[src/rtl/exc_pkg.sv]
// Shared types and cause codes for the LEGv8 exception/interrupt controller.
package exc_pkg;

  typedef enum logic [1:0] {
    IDLE    = 2'd0,
    TAKE    = 2'd1,
    HANDLER = 2'd2,
    FAULT   = 2'd3
  } exc_state_t;

  localparam logic [3:0] ESTATUS_NONE    = 4'b0000;
  localparam logic [3:0] ESTATUS_INVOP   = 4'b0010;
  localparam logic [3:0] ESTATUS_DFAULT  = 4'b1111;
  localparam logic       ESTATUS_IRQ_MSB = 1'b1;

endpackage

[src/rtl/irq_prio_enc.sv]
// Combinational fixed-priority encoder: the lowest-index active request wins.
module irq_prio_enc #(
  parameter int N_IRQ = 4
) (
  input  logic [N_IRQ-1:0] req,
  output logic             valid,
  output logic [2:0]       idx
);

  always_comb begin
    // NOTE: every always_comb output gets a default first so no path leaves it unassigned (no latch).
    valid = 1'b0;
    idx   = 3'd0;
    // Scan downwards so the lowest active index is the last one written.
    for (int i = N_IRQ - 1; i >= 0; i--) begin
      if (req[i]) begin
        valid = 1'b1;
        idx   = 3'(i);
      end
    end
  end

endmodule

[src/rtl/exc_irq_ctrl.sv]
// Exception/interrupt controller: IRQ pending latch, enable mask, fixed priority,
// Exc/ExcAck handshake, ELR capture and ERET return, with a sticky double-fault state.
module exc_irq_ctrl
  import exc_pkg::*;
#(
  parameter int N_IRQ    = 4,
  parameter int IRQ_EDGE = 1,
  parameter int PC_W     = 64
) (
  input  logic             clk,
  input  logic             reset,
  input  logic [N_IRQ-1:0] irq,
  input  logic             irq_en_we,
  input  logic [N_IRQ-1:0] irq_en_wdata,
  input  logic             not_an_instr,
  input  logic             eret,
  input  logic [PC_W-1:0]  pc_in,
  input  logic             exc_ack,
  output logic             exc,
  output logic [3:0]       estatus,
  output logic [N_IRQ-1:0] irq_ack,
  output logic [PC_W-1:0]  elr,
  output logic             in_handler
);

  exc_state_t       state, state_d;
  logic [N_IRQ-1:0] irq_prev;
  logic [N_IRQ-1:0] pending;
  logic [N_IRQ-1:0] irq_en;
  logic [N_IRQ-1:0] irq_set;

  logic             exc_d;
  logic [3:0]       estatus_d;
  logic [N_IRQ-1:0] irq_ack_d;
  logic [PC_W-1:0]  elr_d;
  logic             in_handler_d;

  logic             req_valid;
  logic [2:0]       req_idx;

  assign irq_set = (IRQ_EDGE != 0) ? (irq & ~irq_prev) : irq;

  irq_prio_enc #(.N_IRQ(N_IRQ)) u_prio (
    .req   (pending & irq_en),
    .valid (req_valid),
    .idx   (req_idx)
  );

  // Masked lines still latch; a new request beats the acknowledge clearing it.
  always_ff @(posedge clk or negedge reset) begin
    if (!reset) begin
      irq_prev <= '0;
      pending  <= '0;
      irq_en   <= '1;
    end else begin
      // NOTE: sequential state uses non-blocking assignments so every register samples pre-edge values.
      irq_prev <= irq;
      pending  <= (pending & ~irq_ack) | irq_set;
      if (irq_en_we) irq_en <= irq_en_wdata;
    end
  end

  // During TAKE/HANDLER estatus holds the cause, so its low bits double as the serviced index.
  always_comb begin
    state_d      = state;
    exc_d        = exc;
    estatus_d    = estatus;
    irq_ack_d    = '0;
    elr_d        = elr;
    in_handler_d = in_handler;
    unique case (state)
      IDLE: begin
        if (not_an_instr) begin
          state_d   = TAKE;
          exc_d     = 1'b1;
          estatus_d = ESTATUS_INVOP;
          elr_d     = pc_in;
        end else if (req_valid) begin
          state_d   = TAKE;
          exc_d     = 1'b1;
          estatus_d = {ESTATUS_IRQ_MSB, req_idx};
          elr_d     = pc_in;
        end
      end
      TAKE: begin
        if (exc_ack) begin
          state_d      = HANDLER;
          exc_d        = 1'b0;
          in_handler_d = 1'b1;
          for (int i = 0; i < N_IRQ; i++) begin
            irq_ack_d[i] = (estatus[3] == ESTATUS_IRQ_MSB) && (estatus[2:0] == 3'(i));
          end
        end
      end
      HANDLER: begin
        if (not_an_instr) begin
          state_d   = FAULT;
          exc_d     = 1'b1;
          estatus_d = ESTATUS_DFAULT;
        end else if (eret) begin
          state_d      = IDLE;
          estatus_d    = ESTATUS_NONE;
          in_handler_d = 1'b0;
        end
      end
      FAULT: begin
        exc_d     = 1'b1;
        estatus_d = ESTATUS_DFAULT;
      end
      default: state_d = IDLE;
    endcase
  end

  always_ff @(posedge clk or negedge reset) begin
    if (!reset) begin
      state      <= IDLE;
      exc        <= 1'b0;
      estatus    <= ESTATUS_NONE;
      irq_ack    <= '0;
      elr        <= '0;
      in_handler <= 1'b0;
    end else begin
      state      <= state_d;
      exc        <= exc_d;
      estatus    <= estatus_d;
      irq_ack    <= irq_ack_d;
      elr        <= elr_d;
      in_handler <= in_handler_d;
    end
  end

endmodule

[config.mk]
export PLATFORM = sky130hd
export DESIGN_NAME = exc_irq_ctrl
export DESIGN_NICKNAME = d
export VERILOG_FILES = /design/src/rtl/exc_pkg.sv /design/src/rtl/irq_prio_enc.sv /design/src/rtl/exc_irq_ctrl.sv
export SDC_FILE = /design/constraint.sdc
export NUM_CORES = 1
export LEC_CHECK = 0
export ABC_AREA = 1
export BUFFER_PORTS_ARGS = -buffer_cell sky130_fd_sc_hd__buf_2
export CAP_MARGIN = 10
export CORE_UTILIZATION = 35
export CTS_BUF_LIST = sky130_fd_sc_hd__clkbuf_2
export DETAILED_ROUTE_END_ITERATION = 12
export PLACE_DENSITY = 0.7
export SYNTH_ARGS = -nofsm -noshare
export SYNTH_HDL_FRONTEND = slang
export SYNTH_SLANG_ARGS = --single-unit
[constraint.sdc]
create_clock -name clk -period 2.24 [get_ports clk]
set_input_delay 0.112 -clock clk [delete_from_list [all_inputs] [get_ports clk]]
set_output_delay 0.112 -clock clk [all_outputs]
set_load 0.01 [all_outputs]
**After elaboration in Yosys (flattened, before gate mapping)**

Index checks and enable logic that the tools add are counted.

- Bits in registers: 88
- Logic and storage cells: 74
- Output and inout port bits: 74
- Bits of input ports: 78

- Reductions and logical operators: 15
- Equal/unequal tests: 12
- Bitwise gates (word level): 6
- Mux-type cells: 32

Operator list:

| kind | count |
|---|---|
| $mux 64 | 2 |
| $mux 4 | 6 |
| $mux 2 | 9 |
| $and 4x4->4 | 3 |
| $pmux 4 s3 | 1 |
| $mux 1 | 11 |
| $ne 2x2->1 const B | 4 |
| $not 4->4 | 2 |
| $reduce_and 4->1 | 2 |
| $eq 3x2->1 const B | 2 |
| $ne 3x3->1 const B | 2 |
| $pmux 2 s3 | 1 |
| $reduce_and 3->1 | 2 |
| $reduce_bool 3->1 | 2 |
| $eq 2x2->1 const B | 2 |
| $logic_and 1x1->1 | 4 |
| $or 4x4->4 | 1 |
| $pmux 1 s4 | 1 |
| $reduce_bool 2->1 | 2 |
| $eq 3x1->1 const B | 1 |
| $logic_not 3->1 | 1 |
| $eq 2x1->1 const B | 1 |
| $logic_not 2->1 | 1 |
| $pmux 1 s2 | 1 |
| $reduce_and 2->1 | 1 |

**Longest topological paths before layout**

- Word-level depth: 8
- Depth in mapped cells: 9
- Gate-level depth less buffers: 9

**Cells and area by module**

A second synthesis with hierarchy kept.

- Cell total of the unflattened synthesis: 410
- Area, all modules: 4026.4 µm²

Modules (own cells, without submodules):

| module | cells each | times used | seq. area each (µm²) | area an instance (µm²) |
|---|---|---|---|---|
| exc_irq_ctrl | 400 | 1 | 2207.1 | 3978.8 |
| irq_prio_enc | 10 | 1 | 0.0 | 47.5 |

**Worst setup path before layout**

No wires, ideal clock.

- Path kind: register to register
- Start: register state[0]
- End: register estatus[0]
- Data arrival time: 1.245 ns
- Library setup time: 0.116 ns
- Cell stages (with the launch flop): 10
- Period minus slack after synthesis: 1.361 ns
- Buffers on the path: 0
- Slack: 0.879 ns
- Required time: 2.124 ns
- Cell sequence: dfrtp_1 inv_1 ha_1 nand2_1 nor2_1 nor2_1 nand2_1 inv_1 nand2_1 nand2_1

- Word-level cells in the longest chain between the ends: 3

RTL lines:

| element | line | RTL |
|---|---|---|
| from (decl) | exc_irq_ctrl.sv:26 | `exc_state_t state, state_d;` |
| from (signal assigned) | exc_irq_ctrl.sv:123 | `state <= state_d;` |
| $eq 2x2->1 / $logic_not 2->1 (equally long branches) | exc_irq_ctrl.sv:71 | `unique case (state)` |
| $ne 3x3->1 (no line) / $reduce_bool 3->1 (equally long branches) | n/a |  |
| $reduce_and 3->1 (no line) | n/a |  |
| to (signal assigned) | exc_irq_ctrl.sv:125 | `estatus <= estatus_d;` |
| to (decl) | exc_irq_ctrl.sv:20 | `output logic [3:0] estatus,` |

Parallel ways exist; a longest one is shown, timed or not.
A chain may end at the register's enable or synchronous reset.

**Final worst setup path**

- Start: register pending[3]
- End: register elr[50]

- Word-level cells in the longest chain between the ends: 7

RTL lines:

| element | line | RTL |
|---|---|---|
| from (decl) | exc_irq_ctrl.sv:28 | `logic [N_IRQ-1:0] pending;` |
| from (signal assigned) | exc_irq_ctrl.sv:58 | `pending <= (pending & ~irq_ack) \| irq_set;` |
| $and 4x4->4 | exc_irq_ctrl.sv:44 | `.req (pending & irq_en),` |
| $mux 1 (4 in series) | irq_prio_enc.sv:16 | `if (req[i]) begin` |
| $reduce_bool 2->1 (no line) | n/a |  |
| $reduce_and 2->1 (no line) | n/a |  |
| to (signal assigned) | exc_irq_ctrl.sv:127 | `elr <= elr_d;` |
| to (decl) | exc_irq_ctrl.sv:22 | `output logic [PC_W-1:0] elr,` |

No other way between the ends.

==> impl_results.md <==
- Cell-by-cell listing of the critical path: nand2_1, nand3_2, o21ai_4, buf_4, nand2_1, o21ai_1
- Most frequent cells after synthesis: 86 x nand2_1, 85 x inv_1, 84 x dfrtp_1
- Nets in the synthesized netlist: 471
- Unrepaired setup endpoints after global routing: no
- Final Setup Violations: 0
- Register-to-register path setup slack: 0.28 ns
- Number of antenna violations at the first check in global routing: 0
- Total number of vias: 3304
- Worst path max stage delay: 0.72 ns
- Synthesized cell area: 3690 sq um
- Clock slew at the register clock pins of the worst setup and hold paths: 0.24 ns
- Die Area: 11000 sq um
- Post-route clock skew: 0.0303 ns
- Number of optimization iterations in the first detailed-route pass: 4
- Post-synth top flop: dfrtp_1
- Worst-Margin Slew: 0.916 ns
- Final standard cell area without fillers: 5450 sq um
- Tmin final: 1.96 ns
- Leakage dissipation: 0.00303 uW
- Floorplan die height: 105 um
- Post-DRT Antenna Nets: 0
- CP endpoint kind: flip-flop
- Critical Path Most Common Cell: nand2_1
- Via count normalized by instance count: 4.35
- Post-route DRC: 0
- Clock tree from TritonCTS: built
- Worst min-delay path category: in -> async
- Number of post-CTS setup repair buffers: 0
- Result of the run: finished, final reports clean
- TritonCTS Sinks: 88
- TritonCTS buffer count: 9
- Total global routing overflow: 0
- Fraction of layout cells with a size suffix above 1: 32.1%
- Core box area: 10300 sq um
- Total of fill cells in the finished design: 916
- Number of nets in the layout: 703
- Max rail drop VDD: 0.458 mV
- Maximum buffer depth of the clock tree: 2
- Worst Path Class, Setup: reg -> reg
- Most repeated cell in the gate-level netlist after synthesis: nand2_1
- Overall fraction of global-route tracks in use: 17.2%
- Maximum Capacitance Violations: 0
- Count of input and output buffers: 151
- Required @ worst endpoint: 2.70 ns
- Routability Congestion: 0.791
- Initial Util: 36.0%
- Number of warning messages in the yosys log: 0
- First-pass GRT wire length: 15100 um
- Routed length per placed instance: 11.9 um
- Final-layout setup total negative slack: 0 ns
- Worst slew margin relative to its limit: 38.7%
- Post-route clock period utilization: 87.5%
- Number of global-route vias before repair: 3299
- Arr. time, crit path: 2.42 ns
- Power density over the cells: 1140 nW/um^2
- Die W: 105 um
- Share of Yosys cell area claimed by the top area cell type: 56.9%
- Count of routing violations after the opening detailed-route iteration: 154
- Average size of a mapped cell: 9.50 sq um
- Area added between synthesis and finish: 47.4%
- Number of resized instances in the post-cts repair step: 0
- Sequential Area: 2210 sq um
- Maximum level of the CTS H-tree: 3
- Crit Path Max Fanout: 35
- Insertion delay to the later sink of the worst-skew pair: 0.54 ns
- Maximum number of pins on one net before global-route repair: 53
- Largest area contributor in the synthesized netlist: dfrtp_1
- Number of cells produced by synthesis: 389
- Cell area after placement: 4550 sq um
- N_diodes: 0
- Kind of launch point of the worst setup path: flip-flop
- Area occupied by multi-input gates: 1030 sq um
- Async set-reset flop share out of synthesis: 100%
- Max stage delay cell, worst path: o21ai_4
- Flop and latch count out of synthesis: 88
- Sequential-to-total area share from yosys stat: 59.7%
- Std-Cell Rows: 37
- Main area contributors after synthesis: dfrtp_1 57%, nand2_1 8.7%, inv_1 8.6%
- Final HPWL from detailed placement: 5680 um
- Count of cell types in the netlist: 22
- Post-layout power: 6240 uW
- I/O pin total: 152
- EDFF count, synth: 0
- Root Buffer: clkbuf_2
- Maximum operating frequency: 510 MHz
- Final hold vios: 0
- Post-detailed-routing wire length: 9020 um
- Total count of max-transition violations in the final report: 0
[cell families after synthesis]
logic type / Yosys count / share of synthesized area, %
AOI/OAI and AO/OA: 77 / 11.8
muxes: 4 / 1.22
adders and majority gates: 4 / 1.35
DFF: 88 / 59.7
and+or+nand+nor: 116 / 13.2
buffers and inverters: 100 / 12.7
[placed cells by master (no fill, tap or decap), types with 6 or more instances in the layout]
master / instances
nand2_1: 86
o21ai_0: 9
nand2_2: 10
nor2_1: 6
dfrtp_1: 84
o21ai_2: 10
clkbuf_2: 9
dlygate4sd3_1: 80
o21ai_1: 50
buf_2: 150
inv_1: 85
[critical path, delay by kind of cell, from the launching register on]
| kind | cells | cell delay (ns) |
|---|---|---|
| AOI/OAI and AO/OA | 2 | 0.79 |
| buffers and inverters | 1 | 0.36 |
| DFF | 1 | 0.43 |
| and+or+nand+nor | 3 | 0.33 |
[registers in the layout (all words and copies together) (netlist names)]
signal / cells
exc: 1
in_handler: 1
irq_ack: 4
pending: 4
irq_en: 4
irq_prev: 4
estatus: 4
elr: 64
state: 2
[metrics by stage]
stage	util, %	instances	setup slack (ns)	hold slack (ns)
2_1_floorplan	-	389	0.879	-0.184
3_3_place_gp	44.3	666	0.350	0.103
3_5_place_dp	44.3	666	0.277	0.105
4_1_cts	53.0	760	0.248	0.00519
5_1_grt	53.0	760	0.0498	0.0225
6_report	53.0	760	0.280	0.0174
[layout make-up]
type | instances | share of cell area, %
multi-input combinational | 201 | 18.8
tap | 136 | 3.12
sequential | 88 | 40.5
timing repair buffer | 235 | 29.9
inverter | 86 | 5.93
clock inverter | 5 | 0.919
clock buffer | 9 | 0.827
[what timing repair did]
| action | CTS | global route |
|---|---|---|
| endpoints found under the hold margin | 170 | 0 |
| setup endpoints to repair | 0 | 0 |
| hold buffers | 80 | 0 |
[where the power goes]
part | switching, uW | internal, uW
logic | 1660 | 1190
clock network | 511 | 238
registers | 372 | 2270
[per-layer routing]
metal | GRT usage (%) | up-vias | share of wire, % | wire length, um
li1 | - | 1664 | - | -
met1 | 20.5 | 1530 | 43 | 3900
met2 | 30.2 | 100 | 50 | 4480
met3 | 4.18 | 10 | 5.7 | 517
met4 | 5.73 | 0 | 1.4 | 125
met5 | 0 | - | 0 | 0
[final timing paths]
check / startpoint / end / cells after the start
min reg2reg: irq_prev[0] / pending[0] / 1
max reg2reg: pending[3] / elr[50] / 6
max: pending[3] / elr[50] / 6
min in group clk: eret / state[0] / 5
max in group asynchronous: reset / irq_en[0] / 3
min: reset / elr[35] / 2
Note: power is estimated with default switching activity, not from simulation.
